`config.mk`:
```
export PLATFORM = sky130hd
export DESIGN_NAME = ifu_fetch
export DESIGN_NICKNAME = d
export VERILOG_FILES = /design/src/rtl/ifu_pkg.sv /design/src/rtl/ifu_fifo.sv /design/src/rtl/ifu_fetch.sv
export SDC_FILE = /design/constraint.sdc
export NUM_CORES = 1
export LEC_CHECK = 0
export ABC_AREA = 0
export CAP_MARGIN = 30
export CORE_ASPECT_RATIO = 1.1
export CORE_MARGIN = 4
export CORE_UTILIZATION = 45
export DETAILED_ROUTE_END_ITERATION = 10
export HOLD_SLACK_MARGIN = 0.06
export PLACE_DENSITY = 0.66
export REMOVE_ABC_BUFFERS = 1
export SLEW_MARGIN = 20
export SYNTH_ARGS = -nofsm -noshare
export SYNTH_HDL_FRONTEND = slang
export SYNTH_SLANG_ARGS = --single-unit
```
`constraint.sdc`:
```
create_clock -name clk -period 34 [get_ports clk]
set_clock_uncertainty 0.2 [all_clocks]
set_input_delay 6.8 -clock clk [delete_from_list [all_inputs] [get_ports clk]]
set_output_delay 6.8 -clock clk [all_outputs]
set_load 0.005 [all_outputs]
```
`src/rtl/ifu_pkg.sv`:
```
// Shared definitions for the instruction fetch unit: widths, reset vector,
// FSM state encoding and the buffered fetch-entry type.
package ifu_pkg;

    localparam int unsigned          IFU_XLEN     = 64;
    localparam logic [IFU_XLEN-1:0]  IFU_RESET_PC = 64'h8000_0000;

    typedef enum logic [1:0] {
        ST_RUN   = 2'd0,
        ST_DRAIN = 2'd1,
        ST_HALT  = 2'd2
    } fetch_state_e;

    typedef struct packed {
        logic [IFU_XLEN-1:0] pc;
        logic [31:0]         inst;
    } fetch_entry_t;

endpackage

```
`src/rtl/ifu_fifo.sv`:
```
// Synchronous FIFO with flush; a push into a full FIFO is accepted when a pop
// happens in the same cycle.
module ifu_fifo #(
    parameter int unsigned WIDTH = 32,
    parameter int unsigned DEPTH = 4
) (
    input  logic                     clk,
    input  logic                     reset,
    input  logic                     flush,
    input  logic                     push,
    input  logic [WIDTH-1:0]         push_data,
    input  logic                     pop,
    output logic [WIDTH-1:0]         pop_data,
    output logic                     full,
    output logic                     empty,
    output logic [$clog2(DEPTH):0]   count
);

    localparam int unsigned PW = $clog2(DEPTH);

    logic [WIDTH-1:0] mem_q [DEPTH];
    logic [WIDTH-1:0] mem_d [DEPTH];
    logic [PW-1:0]    wr_ptr_q, wr_ptr_d;
    logic [PW-1:0]    rd_ptr_q, rd_ptr_d;
    logic [PW:0]      count_q, count_d;
    logic             do_push, do_pop;

    always_comb begin
        full     = (count_q == (PW+1)'(DEPTH));
        empty    = (count_q == '0);
        do_pop   = pop && !empty;
        do_push  = push && (!full || do_pop);
        mem_d    = mem_q;
        if (do_push) begin
            mem_d[wr_ptr_q] = push_data;
        end
        // Pointers are PW bits wide, so wrap modulo DEPTH comes for free.
        wr_ptr_d = wr_ptr_q + PW'(do_push);
        rd_ptr_d = rd_ptr_q + PW'(do_pop);
        count_d  = count_q + (PW+1)'(do_push) - (PW+1)'(do_pop);
        if (flush) begin
            wr_ptr_d = '0;
            rd_ptr_d = '0;
            count_d  = '0;
        end
        pop_data = mem_q[rd_ptr_q];
        count    = count_q;
    end

    always_ff @(posedge clk) begin
        if (reset) begin
            wr_ptr_q <= '0;
            rd_ptr_q <= '0;
            count_q  <= '0;
        end else begin
            wr_ptr_q <= wr_ptr_d;
            rd_ptr_q <= rd_ptr_d;
            count_q  <= count_d;
        end
        mem_q <= mem_d;
    end

endmodule

```
`src/rtl/ifu_fetch.sv`:
```
// Instruction fetch unit: issues 8-byte memory reads, extracts 32-bit
// instructions into a decode buffer, handles redirects, halt and late responses.
module ifu_fetch
    import ifu_pkg::*;
#(
    parameter int unsigned     XLEN     = IFU_XLEN,
    parameter int unsigned     DEPTH    = 4,
    parameter logic [XLEN-1:0] RESET_PC = IFU_RESET_PC
) (
    input  logic            clk,
    input  logic            reset,
    output logic            mem_req_valid,
    input  logic            mem_req_ready,
    output logic [XLEN-1:0] mem_req_addr,
    input  logic            mem_rsp_valid,
    input  logic [XLEN-1:0] mem_rsp_data,
    output logic            out_valid,
    input  logic            out_ready,
    output logic [31:0]     out_inst,
    output logic [XLEN-1:0] out_pc,
    input  logic            redirect_valid,
    input  logic [XLEN-1:0] redirect_pc,
    output logic            halted
);

    localparam int unsigned CW = $clog2(DEPTH) + 1;

    fetch_state_e    state_q, state_d;
    logic [XLEN-1:0] pc_q, pc_d;
    logic [CW-1:0]   drop_cnt_q, drop_cnt_d;

    logic            osd_push, osd_pop, osd_flush, osd_full, osd_empty;
    logic [XLEN-1:0] osd_head_pc;
    logic [CW-1:0]   osd_count;

    logic            buf_push, buf_pop, buf_flush, buf_full, buf_empty;
    fetch_entry_t    buf_in, buf_out;
    logic [CW-1:0]   buf_count;

    logic            redirect_take, req_fire;
    logic [XLEN-1:0] redirect_tgt;
    logic [CW:0]     inflight, owed, owed_left;

    always_comb begin
        redirect_tgt  = redirect_pc & ~XLEN'(3);
        // Redirects are only honoured in RUN; once a stop is committed it sticks.
        redirect_take = redirect_valid && (state_q == ST_RUN) && !reset;
        // Dropped-but-owed responses still occupy space, so they count as in flight.
        inflight      = {1'b0, osd_count} + {1'b0, buf_count} + {1'b0, drop_cnt_q};
        mem_req_valid = !reset && (state_q == ST_RUN) && !redirect_valid &&
                        (pc_q != '0) && !osd_full && !buf_full &&
                        (inflight < (CW+1)'(DEPTH));
        mem_req_addr  = pc_q & ~XLEN'(7);
        req_fire      = mem_req_valid && mem_req_ready;

        osd_flush  = reset || redirect_take;
        buf_flush  = reset || redirect_take;
        osd_push   = req_fire;
        osd_pop    = 1'b0;
        buf_push   = 1'b0;
        buf_in     = '0;
        drop_cnt_d = drop_cnt_q;
        owed       = {1'b0, drop_cnt_q} + {1'b0, osd_count};
        owed_left  = owed - {{CW{1'b0}}, (mem_rsp_valid && (owed != '0))};

        if (reset || redirect_take) begin
            drop_cnt_d = CW'(owed_left);
        end else if (mem_rsp_valid) begin
            if (drop_cnt_q != '0) begin
                drop_cnt_d = drop_cnt_q - 1'b1;
            end else if (!osd_empty) begin
                osd_pop     = 1'b1;
                buf_push    = 1'b1;
                buf_in.pc   = IFU_XLEN'(osd_head_pc);
                buf_in.inst = osd_head_pc[2] ? mem_rsp_data[63:32] : mem_rsp_data[31:0];
            end
        end

        out_valid = !buf_empty;
        out_inst  = buf_out.inst;
        out_pc    = XLEN'(buf_out.pc);
        buf_pop   = out_valid && out_ready;

        pc_d = pc_q;
        if (reset) begin
            pc_d = RESET_PC;
        end else if (redirect_take) begin
            pc_d = redirect_tgt;
        end else if (req_fire) begin
            pc_d = pc_q + XLEN'(4);
        end

        state_d = state_q;
        halted  = (state_q == ST_HALT);
        if (reset) begin
            state_d = ST_RUN;
        end else begin
            case (state_q)
                ST_RUN: begin
                    if (redirect_take) begin
                        if (redirect_tgt == '0) begin
                            state_d = (drop_cnt_d != '0) ? ST_DRAIN : ST_HALT;
                        end
                    end else if (pc_q == '0) begin
                        state_d = ST_HALT;
                    end
                end
                ST_DRAIN: if (drop_cnt_d == '0) state_d = ST_HALT;
                ST_HALT:  state_d = ST_HALT;
                default:  state_d = ST_RUN;
            endcase
        end
    end

    always_ff @(posedge clk) begin
        if (reset) begin
            state_q <= ST_RUN;
            pc_q    <= RESET_PC;
        end else begin
            state_q <= state_d;
            pc_q    <= pc_d;
        end
        drop_cnt_q <= drop_cnt_d;
    end

    ifu_fifo #(.WIDTH(XLEN), .DEPTH(DEPTH)) u_osd_fifo (
        .clk       (clk),
        .reset     (reset),
        .flush     (osd_flush),
        .push      (osd_push),
        .push_data (pc_q),
        .pop       (osd_pop),
        .pop_data  (osd_head_pc),
        .full      (osd_full),
        .empty     (osd_empty),
        .count     (osd_count)
    );

    ifu_fifo #(.WIDTH($bits(fetch_entry_t)), .DEPTH(DEPTH)) u_buf_fifo (
        .clk       (clk),
        .reset     (reset),
        .flush     (buf_flush),
        .push      (buf_push),
        .push_data (buf_in),
        .pop       (buf_pop),
        .pop_data  (buf_out),
        .full      (buf_full),
        .empty     (buf_empty),
        .count     (buf_count)
    );

endmodule

```
==> results.rst <==
.. list-table::
   :header-rows: 1

   * - Metric
     - Value
   * - Sequential cell area fraction in the yosys report
     - 69.9%
   * - Setup total negative slack
     - 0 ps
   * - Global-route wire length before repair
     - ~110 mm
   * - Relative area change from synthesis to final layout
     - 20.6%
   * - Netlist Area Pre-Place
     - slightly below 30000 µm²
   * - Least-Margin Pin Slew
     - 957 ps
   * - Critical path launch point type
     - input port
   * - DRC errors left
     - 0
   * - Type of the tightest min-delay check
     - flip-flop to flip-flop
   * - Most frequent cells in the layout
     - edfxtp_1 (624), clkdlybuf4s50_1 (288), mux4_2 (156)
   * - IR Drop Worst-Case VDD
     - 37.9 µV
   * - Final number of setup-violating endpoints
     - 0
   * - Die height
     - 275 µm
   * - # port buffers
     - between 200 and 300
   * - Filler Cells Inserted
     - 4948
   * - Cell chosen for the clock root
     - clkbuf_16
   * - Part of the cycle the worst path needs
     - 46.5%
   * - Status
     - finished clean
   * - Post-layout instance count excluding filler cells
     - 2870
   * - Width of the die
     - between 200 and 300 µm
   * - Cell count of the worst reg-to-reg path
     - 13
   * - Count of placed standard cells including taps
     - 2732
   * - Syn. warnings
     - 0
   * - Io pins
     - 297
   * - H-Tree Level Count
     - 3
   * - Number of hold buffers added after CTS
     - 0
   * - Post-detailed-route wirelength per cell
     - 25.2 µm
   * - Endpoint of the lowest-slack register-to-register path
     - u_osd_fifo.count[2]$_SDFF_PP0_
   * - Reg2reg setup slack
     - 29220 ps
   * - Clock transition time at the flip-flop clock pins of the worst setup and hold paths
     - 60 ps
   * - Vias in the first global route
     - ~17000
   * - Pwr/cell area
     - 53.0 nW/µm²
   * - Share of final-layout standard cells stronger than drive strength 1
     - 16.8%
   * - Kind of critical path
     - input port to output pin
   * - Initial drt markers
     - 1340
   * - Asr flop ratio synth
     - 0%
   * - CP endpoint kind
     - output pin
   * - Required time at the endpoint of the critical path
     - 27000 ps
   * - Number of flops mapped to enable cells by yosys
     - 624
   * - Clk buf depth
     - 3
   * - Capturing instance or port of the critical path
     - mem_req_valid
   * - Core area
     - 64000 µm²
   * - Max Clock Freq
     - 63.3 MHz
   * - Initial DRT Pass Iterations
     - 7
   * - Number of sinks handled by clock tree synthesis
     - 705
   * - Starting density of the core
     - 45.5%
   * - Number of gates given a new drive strength after cts
     - 0
   * - Clock network latency to the later pin of the worst-skew pair
     - 610 ps
   * - GRT Resource Usage Total
     - 20.8%
   * - Post-CTS setup buffers
     - 0
   * - Clock tree from TritonCTS
     - done
   * - Number of routed nets with antenna violations
     - 0
   * - Cell count after synthesis
     - 1717
   * - CTS Buf Count
     - 75
   * - Final slew viol count
     - 0
   * - Count of endpoints failing hold in the final timing report
     - 0
   * - Detailed placement HPWL
     - 46.0 mm
   * - Die ar.
     - 68900 µm²
   * - Leftover overflow at the end of global routing
     - 0
   * - Final estimated routing congestion in global placement
     - 0.858
   * - Setup repair after global routing missed its margin
     - no
   * - Predominant post-synthesis flop cell
     - edfxtp_1
   * - Worst R2R Start
     - state_q[0]$_SDFFE_PP0P_
   * - Time the final worst path needs with I/O delays and setup
     - 15810 ps
   * - Antenna violations before repair
     - 4
   * - WP data arrival
     - 8810 ps
   * - Total design power
     - between 0.0015 and 0.002 W
   * - Routed via count
     - 16546
   * - Average vias per placed instance
     - 5.77
   * - Nets
     - 2131
   * - Critical path launch point
     - redirect_valid
   * - Max Cap Violations
     - 0
   * - Relative slew margins
     - 36.2%
   * - Average cell area after synthesis
     - 17.0 µm²
   * - Most frequent standard cell in the layout excluding fill and tap cells
     - edfxtp_1
   * - Row count
     - 97
   * - Maximum number of pins on one net before global-route repair
     - 64
   * - Static leakage
     - roughly 11 nW
   * - Wirelength, routed
     - about 72 mm
   * - Number of distinct standard cells referenced by the synthesized netlist
     - 75
   * - Post-synthesis sequential element count
     - around 700
   * - Critical-path maximum fanout
     - 5
## worst min-delay path by stage
stage	from	endpoint	cells after the start
6_report	state_q[0]$_SDFFE_PP0P_	state_q[0]$_SDFFE_PP0P_	2
3_3_place_gp	state_q[1]$_SDFFE_PP0P_	state_q[1]$_SDFFE_PP0P_	2
3_5_place_dp	state_q[0]$_SDFFE_PP0P_	state_q[0]$_SDFFE_PP0P_	2
4_1_cts	state_q[0]$_SDFFE_PP0P_	state_q[0]$_SDFFE_PP0P_	2
5_1_grt	state_q[0]$_SDFFE_PP0P_	state_q[0]$_SDFFE_PP0P_	2
2_1_floorplan	state_q[1]$_SDFFE_PP0P_	state_q[1]$_SDFFE_PP0P_	2
## kinds of logic after synthesis
family / synth area share, %
adders and majority gates: 1.29
DFF: 69.9
buffers and inverters: 3.30
muxes: 13.3
AOI/OAI and AO/OA: 3.66
xor gates and xnor gates: 0.692
and+or+nand+nor: 7.83
other: 0.0129
## sequential cells by signal, summed over array words and instances, names as in the netlist
register             cells
u_osd_fifo.mem_q       248
u_buf_fifo.mem_q       376
u_osd_fifo.rd_ptr_q      2
state_q                  2
u_buf_fifo.count         3
u_osd_fifo.wr_ptr_q      2
u_buf_fifo.wr_ptr_q      2
u_buf_fifo.rd_ptr_q      2
u_osd_fifo.count         3
pc_q                    62
drop_cnt_q               3
## Yosys cell counts, types with 4 or more instances
cell,number,area [µm²]
nor3_1,14,70.1
nand2_1,70,263
nand4_1,31,194
inv_1,29,109
nor4_1,37,231
a32oi_1,4,35.0
fa_1,5,100
or3_1,12,75.1
a311oi_1,4,35.0
a31oi_1,29,181
o31a_1,4,35.0
a21oi_1,51,255
nor2b_1,63,394
xor2_1,5,43.8
mux4_2,156,3510
and2_1,14,87.6
clkbuf_1,56,210
a22oi_1,7,52.6
dfxtp_1,81,1620
and4_1,5,43.8
and3_1,8,50.1
nand3_1,22,110
buf_1,12,45.0
nor2_1,95,357
buf_4,69,518
or2_2,7,43.8
buf_2,13,65.1
o211ai_1,11,82.6
mux2i_1,34,340
ha_1,22,275
xnor2_1,18,158
or4_1,8,60.1
o21ai_0,36,180
edfxtp_1,624,18700
## area by class of cell
cell class	count	area (µm²)	area share, %
sequential	705	20400	58.0
clock inverter	30	299	0.851
clock buffer	105	2130	6.07
inverter	30	113	0.320
tap	841	1050	2.99
multi-input combinational	835	7890	22.4
antenna	1	2.50	0.00712
timing repair buffer	323	3280	9.34
## critical path, stage by stage
cell	delay (ps)
clkdlybuf4s50_1	480
nor2_1	180
nand4_1	110
a311oi_1	480
and2_1	230
clkdlybuf4s50_1	510
## report_power, final
part / internal, W / switching [W]
clock network: 0.000483 / 0.000323
logic: 0.0000457 / 0.0000474
registers: 0.000946 / 0.0000179
## per-layer routing
layer / GRT usage [%] / wire length (µm) / up-vias
met2: 34.3 / 35400 / 686
met3: 3.97 / 5260 / 134
met1: 28.1 / 29400 / 8467
met4: 7.50 / 2370 / 4
li1: - / - / 7255
met5: 0 / 27 / -
## metrics by stage
step                      instance area (µm²)  util [%]  hold WS, ps  setup WS, ps
after CTS                               35100      54.9          334         18200
after global placement                  32500      50.8          302         18240
after global routing                    35100      54.9          388         18070
after detailed placement                32700      51.0          326         18220
after floorplan                         28300         -          281         15300
final                                   35100      54.9          344         18190
(Power assumes the default switching activity.)
